[src/rtl/uart_avalon_master.sv]
// UART-to-Avalon-MM bridge: 8N1 command frames ('W'/'R' + address [+ data]) drive single
// Avalon master transfers; writes answer 'K', reads answer the captured data MSB first.
module uart_avalon_master #(
  parameter int N_BIT = 16,
  parameter int N_LOG = $clog2(N_BIT),
  parameter int AAW   = 8,
  parameter int ADW   = 32,
  parameter int ABW   = ADW/8,
  parameter int NAB   = (AAW+7)/8,
  parameter int NDB   = ADW/8
) (
  input  logic           clk,
  input  logic           rst,
  input  logic           uart_rxd,
  output logic           uart_txd,
  output logic [AAW-1:0] avalon_address,
  output logic           avalon_read,
  output logic           avalon_write,
  output logic [ADW-1:0] avalon_writedata,
  output logic [ABW-1:0] avalon_byteenable,
  input  logic [ADW-1:0] avalon_readdata,
  input  logic           avalon_waitrequest
);
  localparam int AS = NAB*8;
  localparam logic [N_LOG-1:0] BIT_LAST = N_LOG'(N_BIT-1);
  // loaded on edge detection so the start sample lands (N_BIT-1)/2 cycles later
  localparam logic [N_LOG-1:0] HALF     = N_LOG'((N_BIT-1)/2 - 1);

  typedef enum logic [2:0] {IDLE, ADR, DAT, BUS, RSP} state_t;

  // receiver
  logic             rx_s1, rx_s2, rx_prev, rx_busy, rx_valid;
  logic [N_LOG-1:0] rx_cnt;
  logic [3:0]       rx_bit;
  logic [7:0]       rx_sh;

  assign rx_valid = rx_busy && (rx_cnt == '0) && (rx_bit == 4'd9) && rx_s2;

  always_ff @(posedge clk) begin
    if (rst) begin
      rx_s1 <= 1'b1; rx_s2 <= 1'b1; rx_prev <= 1'b1;
      rx_busy <= 1'b0; rx_cnt <= '0; rx_bit <= '0; rx_sh <= '0;
    end else begin
      rx_s1 <= uart_rxd; rx_s2 <= rx_s1; rx_prev <= rx_s2;
      if (!rx_busy) begin
        if (rx_prev && !rx_s2) begin
          rx_busy <= 1'b1; rx_cnt <= HALF; rx_bit <= '0;
        end
      end else if (rx_cnt != '0) begin
        rx_cnt <= rx_cnt - N_LOG'(1);
      end else begin
        rx_cnt <= BIT_LAST;
        rx_bit <= rx_bit + 4'd1;
        if ((rx_bit == 4'd0 && rx_s2) || rx_bit == 4'd9) rx_busy <= 1'b0;
        else if (rx_bit != 4'd0) rx_sh <= {rx_s2, rx_sh[7:1]};
      end
    end
  end

  // transmitter: the shift register idles at all ones and drives the line directly
  logic             tx_busy, tx_load, tx_done;
  logic [N_LOG-1:0] tx_cnt;
  logic [3:0]       tx_bit;
  logic [9:0]       tx_sh;
  logic [7:0]       tx_byte;

  assign uart_txd = tx_sh[0];
  assign tx_done  = tx_busy && (tx_cnt == '0) && (tx_bit == 4'd9);

  always_ff @(posedge clk) begin
    if (rst) begin
      tx_busy <= 1'b0; tx_cnt <= '0; tx_bit <= '0; tx_sh <= '1;
    end else if (tx_load) begin
      tx_busy <= 1'b1; tx_cnt <= BIT_LAST; tx_bit <= '0; tx_sh <= {1'b1, tx_byte, 1'b0};
    end else if (tx_busy) begin
      if (tx_cnt != '0) begin
        tx_cnt <= tx_cnt - N_LOG'(1);
      end else begin
        tx_cnt <= BIT_LAST;
        tx_bit <= tx_bit + 4'd1;
        tx_sh  <= {1'b1, tx_sh[9:1]};
        if (tx_bit == 4'd9) tx_busy <= 1'b0;
      end
    end
  end

  // command FSM
  state_t        state, state_nxt;
  logic          op_wr;
  logic [2:0]    bcnt, nbytes;
  logic [AS-1:0] adr_sh;
  logic [ADW-1:0] rd_sh;

  assign avalon_address    = adr_sh[AAW-1:0];
  assign avalon_byteenable = '1;
  assign nbytes            = op_wr ? 3'd1 : 3'(NDB);

  always_comb begin
    state_nxt = state;
    tx_load   = 1'b0;
    tx_byte   = op_wr ? 8'h4B : rd_sh[ADW-1 -: 8];
    case (state)
      IDLE: if (rx_valid && (rx_sh == 8'h57 || rx_sh == 8'h52)) state_nxt = ADR;
      ADR:  if (rx_valid && bcnt == 3'(NAB-1)) state_nxt = op_wr ? DAT : BUS;
      DAT:  if (rx_valid && bcnt == 3'(NDB-1)) state_nxt = BUS;
      BUS:  if (!avalon_waitrequest) state_nxt = RSP;
      RSP: begin
        // bcnt counts bytes loaded; the next one goes out as the previous stop bit ends
        if (bcnt == 3'd0 && !tx_busy) tx_load = 1'b1;
        else if (tx_done) begin
          if (bcnt == nbytes) state_nxt = IDLE;
          else tx_load = 1'b1;
        end
      end
      default: state_nxt = IDLE;
    endcase
  end

  always_ff @(posedge clk) begin
    if (rst) begin
      state <= IDLE; op_wr <= 1'b0; bcnt <= '0; adr_sh <= '0; rd_sh <= '0;
      avalon_writedata <= '0; avalon_read <= 1'b0; avalon_write <= 1'b0;
    end else begin
      state <= state_nxt;
      if (state_nxt != state) bcnt <= '0;
      else if (tx_load || (rx_valid && (state == ADR || state == DAT))) bcnt <= bcnt + 3'd1;
      if (state == IDLE && rx_valid) op_wr <= (rx_sh == 8'h57);
      if (state == ADR && rx_valid) adr_sh <= AS'({adr_sh, rx_sh});
      if (state == DAT && rx_valid) avalon_writedata <= ADW'({avalon_writedata, rx_sh});
      if (state != BUS && state_nxt == BUS) begin
        avalon_write <= op_wr;
        avalon_read  <= ~op_wr;
      end else if (state == BUS && !avalon_waitrequest) begin
        avalon_write <= 1'b0;
        avalon_read  <= 1'b0;
        rd_sh        <= avalon_readdata;
      end else if (tx_load) begin
        rd_sh <= ADW'({rd_sh, 8'h00});
      end
    end
  end
endmodule

[config.mk]
export PLATFORM = sky130hd
export DESIGN_NAME = uart_avalon_master
export DESIGN_NICKNAME = d
export VERILOG_FILES = /design/src/rtl/uart_avalon_master.sv
export SDC_FILE = /design/constraint.sdc
export NUM_CORES = 1
export LEC_CHECK = 0
export BUFFER_PORTS_ARGS = -buffer_cell sky130_fd_sc_hd__clkbuf_2
export CORE_ASPECT_RATIO = 1.25
export CORE_UTILIZATION = 56
export CTS_CLUSTER_SIZE = 16
export DETAILED_ROUTE_END_ITERATION = 10
export GPL_TIMING_DRIVEN = 0
export PLACE_DENSITY = 0.79
export REMOVE_ABC_BUFFERS = 1
export SYNTH_ARGS = -nofsm -noshare
export SYNTH_HDL_FRONTEND = slang
export SYNTH_SLANG_ARGS = --single-unit
[constraint.sdc]
create_clock -name clk -period 2.6 [get_ports clk]
set_clock_uncertainty 0.15 [all_clocks]
set_input_delay 0.26 -clock clk [delete_from_list [all_inputs] [get_ports clk]]
set_output_delay 0.26 -clock clk [all_outputs]
set_load 0.005 [all_outputs]
# Word-level counts from Yosys, hierarchy flattened
# Cells that the tools add are included.
# totals
register_bits	119
latchBits	0
ramBits	0
romBits	0
input_bits	36
output_inout_bits	47
wordCells	127
memories	0
# op_classes
n_addsub	5
multipliers	0
div_mod_pow	0
order_cmp	0
eq_ne	15
n_shift	0
n_mux	40
bitwise_logic	5
n_reduce_logical	43
# ops
cell	n
$mux 32	2
$mux 4	9
$mux 9	3
$mux 3	8
$logic_and 1x1->1	17
$eq 8x7->1 const B	2
$mux 1	16
$pmux 3 s5	1
$eq 3x2->1 const B	4
$logic_not 4->1	3
$reduce_bool 4->1	3
$add 4x1->4 const B	2
$eq 4x4->1 const B	2
$mux 8	1
$reduce_and 2->1	4
$reduce_bool 2->1	4
$sub 4x1->4 const B	2
$logic_not 3->1	2
$not 1->1	5
$logic_or 1x1->1	4
$ne 2x2->1 const B	2
$reduce_and 4->1	1
$reduce_or 2->1	2
$add 3x1->3 const B	1
other kinds (6)	8

# Logic depth before layout (Yosys ltp)
# depth
depth_word	11
ltp_mapped	9
ltp_nobuf	7

# Worst setup path after synthesis
# OpenSTA, ideal clock, no wires.
# synth_path
path_kind	reg2reg
startpoint	reg tx_cnt[0]
endpoint	reg tx_sh[8]
setup_time_ps	122
t_arrival_ps	1665
t_required_ps	2328
path_slack_ps	663
path_stages_with_launch	10
n_path_buf	2
synth_period_minus_slack_ps	1937
path_cell_list	dfxtp_1 > inv_1 > ha_1 > nand4bb_1 > o22ai_1 > and4_4 > buf_6 > buf_6 > nor2_1 > a311o_1
# synth_via
elab_chain_len	8
word_cells_on_any_way	11
classes_between	eq/ne (1); mux (4); reduce/logical (6)
# synth_lines
element	line	text
from (decl)	62	logic [N_LOG-1:0] tx_cnt;
from (signal assigned)	77	tx_cnt <= tx_cnt - N_LOG'(1);
$logic_not 4->1	68	assign tx_done = tx_busy && (tx_cnt == '0) && (tx_bit == 4'd9);
$logic_and 1x1->1 (2 in a row)	68	
$mux 1	110	else if (tx_done) begin
$mux 1	109	if (bcnt == 3'd0 && !tx_busy) tx_load = 1'b1;
$mux 1	102	case (state)
$ne 2x2->1 (no line) or $reduce_bool 2->1 (tied branches)	n/a	
$reduce_and 2->1 (no line)	n/a	
to (signal assigned)	81	tx_sh <= {1'b1, tx_sh[9:1]};
to (decl)	64	logic [9:0] tx_sh;
# Several ways; a longest one is shown, not always the timed one.
# A chain may end at the register's enable or synchronous reset.

# Worst setup path after layout
# layout_path
startpoint	reg tx_cnt[0]
endpoint	reg tx_sh[3]
# Same word-level chain as after synthesis.

==> results.md <==
* Routability cong. at 0.8159
* Synth Cell Area at 5140 µm²
* TritonCTS clock tree: done
* GRT Residual Overflow at 0
* Status: complete, no violations
* Fin nets at around 760
* Hold Crit Class: in -> reg
* Syn-to-layout area delta at 27.26%
* DRC violations left at 0
* Drt via density at about 5.6
* HPWL Detailed at 6749 µm
* M1 WL at between 4000 and 5000 µm
* Sum Neg Setup Slack at 0 ns
* Unrepaired setup endpoints after global routing: false
* Total GRT Usage at 0.2553
* Slew margin rel. at 0.2716
* CP Cell Sequence: inv_1 > ha_1 > nand4bb_4 > o22ai_4 > and4_4 > a21oi_1 > a311o_1
* Core area at roughly 8800 µm²
* IO buf count at 78
* Row count at 38
* Share of cells above drive strength 1 at 0.1886
* Initial DRC count at 235
* Fin. max-slew vios at 0
* Setup violators final at 0
* Seq/Total Area, Yosys at 0.4635
* Post-synth EDFFs at 0
* Ys Warns at 0
* Vias at ~4.7k
* Diode count at 0
* Crit path DAT at approximately 2.7 ns
* TritonCTS Sinks at about 120
* Leak pwr at 2.720 nW
* Number of global-route vias before repair at around 4.5k
* H-tree Lvls at 4
* IO Pins at 83
* Met3 WL post-DR at between 500 and 600 µm
* FFs w/ async S/R, synth at 0
* Synth Area per Inst at roughly 8.3 µm²
* Cell variety after synth at 58
* Total power divided by cell area at around 690 nW/µm²
* Place WS at -0.6613 ns
* Top sig layer: met4
* Clk slew on worst S/H paths at 0.06 ns
* Instance area after placement at 5493 µm²
* Clk Latency, worst-skew pair at roughly 0.53 ns
* Required @ worst endpoint at ~2.9 ns
* Final hold vios at 0
* Yosys reg bits at roughly 120
* Final WS setup at 0.1728 ns
* Largest net degree at the start of global routing at between 70 and 80
* Critical path peak fanout at 22
* Initial antenna violation count at 0
* Chip height at 109.1 µm
* Detailed Routing Iterations Pass 1 at 7
* Die area at about 9600 µm²
* Clock period minus worst slack at 2.427 ns
* MaxCap Viol Count at 0
* TritonCTS buffer count at 17
* Antenna-violating nets left at 0
* Root buf cell: clkbuf_8
* CP Capture Type: flop
* Starting Density at 0.5844
* Post-Route WL at between 10000 and 15000 µm
* Met2 WL at 6099 µm
* Max frequency at around 410 MHz
* Tcrit/Tclk final at 0.9335
* Final instance area at around 6500 µm²
* First-pass GRT wire length at about 19000 µm
* Die X at 87.69 µm
* Cell count after synthesis at just over 600
* Ys flop type: dfxtp_1
* Wire per inst at ~14 µm
* Max VDD drop at ~0.47 mV
* Worst Setup Path Type: reg -> reg
* Clock Path Buffers at 2
* Slew of the pin with the lowest slew margin at approximately 1.1 ns
* CP max-delay cell: and4_4
* Critical Path Source Type: flop
* Slowest stage delay, CP at roughly 0.46 ns
==> logic make-up after synthesis <==
logic type | count (synthesis) | synth area share
buffers and inverters | 63 | 0.06013
flip-flops | 119 | 0.4635
AND/OR/NAND/NOR | 299 | 0.2807
other | 1 | 0.0007296
XOR/XNOR | 4 | 0.006817
AO/OA/AOI/OAI | 100 | 0.1198
adder cells (fa/ha/maj) | 12 | 0.02921
multiplexers | 20 | 0.03919
==> stage by stage <==
step | hold slack, ns | power [mW] | cells | util
floorplan | 0.1789 | 1.927 | 572 | -
global placement | 0.2477 | 1.987 | 770 | 0.6179
detailed placement | 0.2457 | 1.998 | 773 | 0.6245
CTS | 0.1441 | 4.506 | 841 | 0.7400
global route | 0.2129 | 4.609 | 841 | 0.7437
finish | 0.1783 | 4.484 | 841 | 0.7437
==> critical path: cells and delay by family (launching register included) <==
family / cells / cell delay [ns]
fa+ha+maj: 1 / 0.26
compound gates: 3 / 0.73
flops: 1 / 0.33
buf+inv: 1 / 0.09
simple gates: 2 / 0.74
==> sequential cells by signal, indices dropped and copies added, names as in the netlist, 3 cells and up <==
name	flops
rx_sh	8
tx_cnt	4
rx_cnt	4
bcnt	3
tx_bit	4
state	3
avalon_address	8
avalon_writedata	32
rd_sh	32
rx_bit	4
tx_sh	9
==> where the power goes <==
part           switching [mW]  internal, mW  total [mW]
clock                   0.859          1.62        2.48
sequential             0.0102          1.83        1.84
combinational          0.0771        0.0816       0.159
==> routing by layer <==
layer / GRT usage / up-vias
met1: 0.2596 / 2207
met3: 0.07797 / 34
li1: - / 2318
met4: 0.1276 / 0
met5: 0 / -
met2: 0.4671 / 141
==> worst paths after layout <==
check	slack [ns]	to	cells past startpoint	from
max	0.17	tx_sh[3]	7	tx_cnt[0]
min	0.18	op_wr	2	rst
max reg2reg	0.17	tx_sh[3]	7	tx_cnt[0]
min reg2reg	0.25	rx_s2	1	rx_s1
==> Yosys cell counts, drive strengths merged, types with 5 or more instances <==
cell type	count	area (µm²)
dfxtp	119	2382
nand2	94	352.8
nor2	82	307.8
a21oi	58	294.0
nor3	37	185.2
nor4	28	175.2
buf	25	166.4
clkbuf	24	90.09
mux2i	19	190.2
inv	14	52.55
nand3	14	70.07
ha	12	150.1
o21ai	8	43.79
nor2b	7	43.79
nand2b	6	37.54
o21bai	6	45.04
and3	5	31.28
==> placed cells by master, fill, tap and decap left out, types with 5 or more instances in the layout <==
cell / netlist / routed
nand2_1: 94 / 93
nor4_1: 28 / 28
o21ai_0: 7 / 7
nand2b_1: 6 / 6
nor3_1: 37 / 36
mux2i_1: 19 / 19
inv_6: 0 / 5
nor2b_1: 7 / 7
dfxtp_1: 119 / 119
dlygate4sd3_1: 0 / 34
a21oi_1: 57 / 57
inv_1: 14 / 14
o21bai_1: 6 / 6
nand3_1: 14 / 14
ha_1: 12 / 12
nor2_1: 82 / 82
clkbuf_2: 0 / 77
clkbuf_16: 0 / 16
and3_1: 5 / 5
==> final cells by class <==
cell class                 count  area (µm²)
clock inverter                13       191.4
multi-input combinational    441        2540
fill                         637        2255
clock buffer                  19       441.7
tap                          120       150.1
inverter                      14       52.55
sequential                   119        2382
timing repair buffer         115       783.3
==> what timing repair did <==
action	in CTS	in global routing
setup buffers	0	0
gates cloned	2	0
resized for setup	3	6
hold buffers	34	0
setup endpoints to repair	48	70
pin swaps	1	0
endpoints found under the hold margin	34	0
Power figures use the tool's default switching activity.
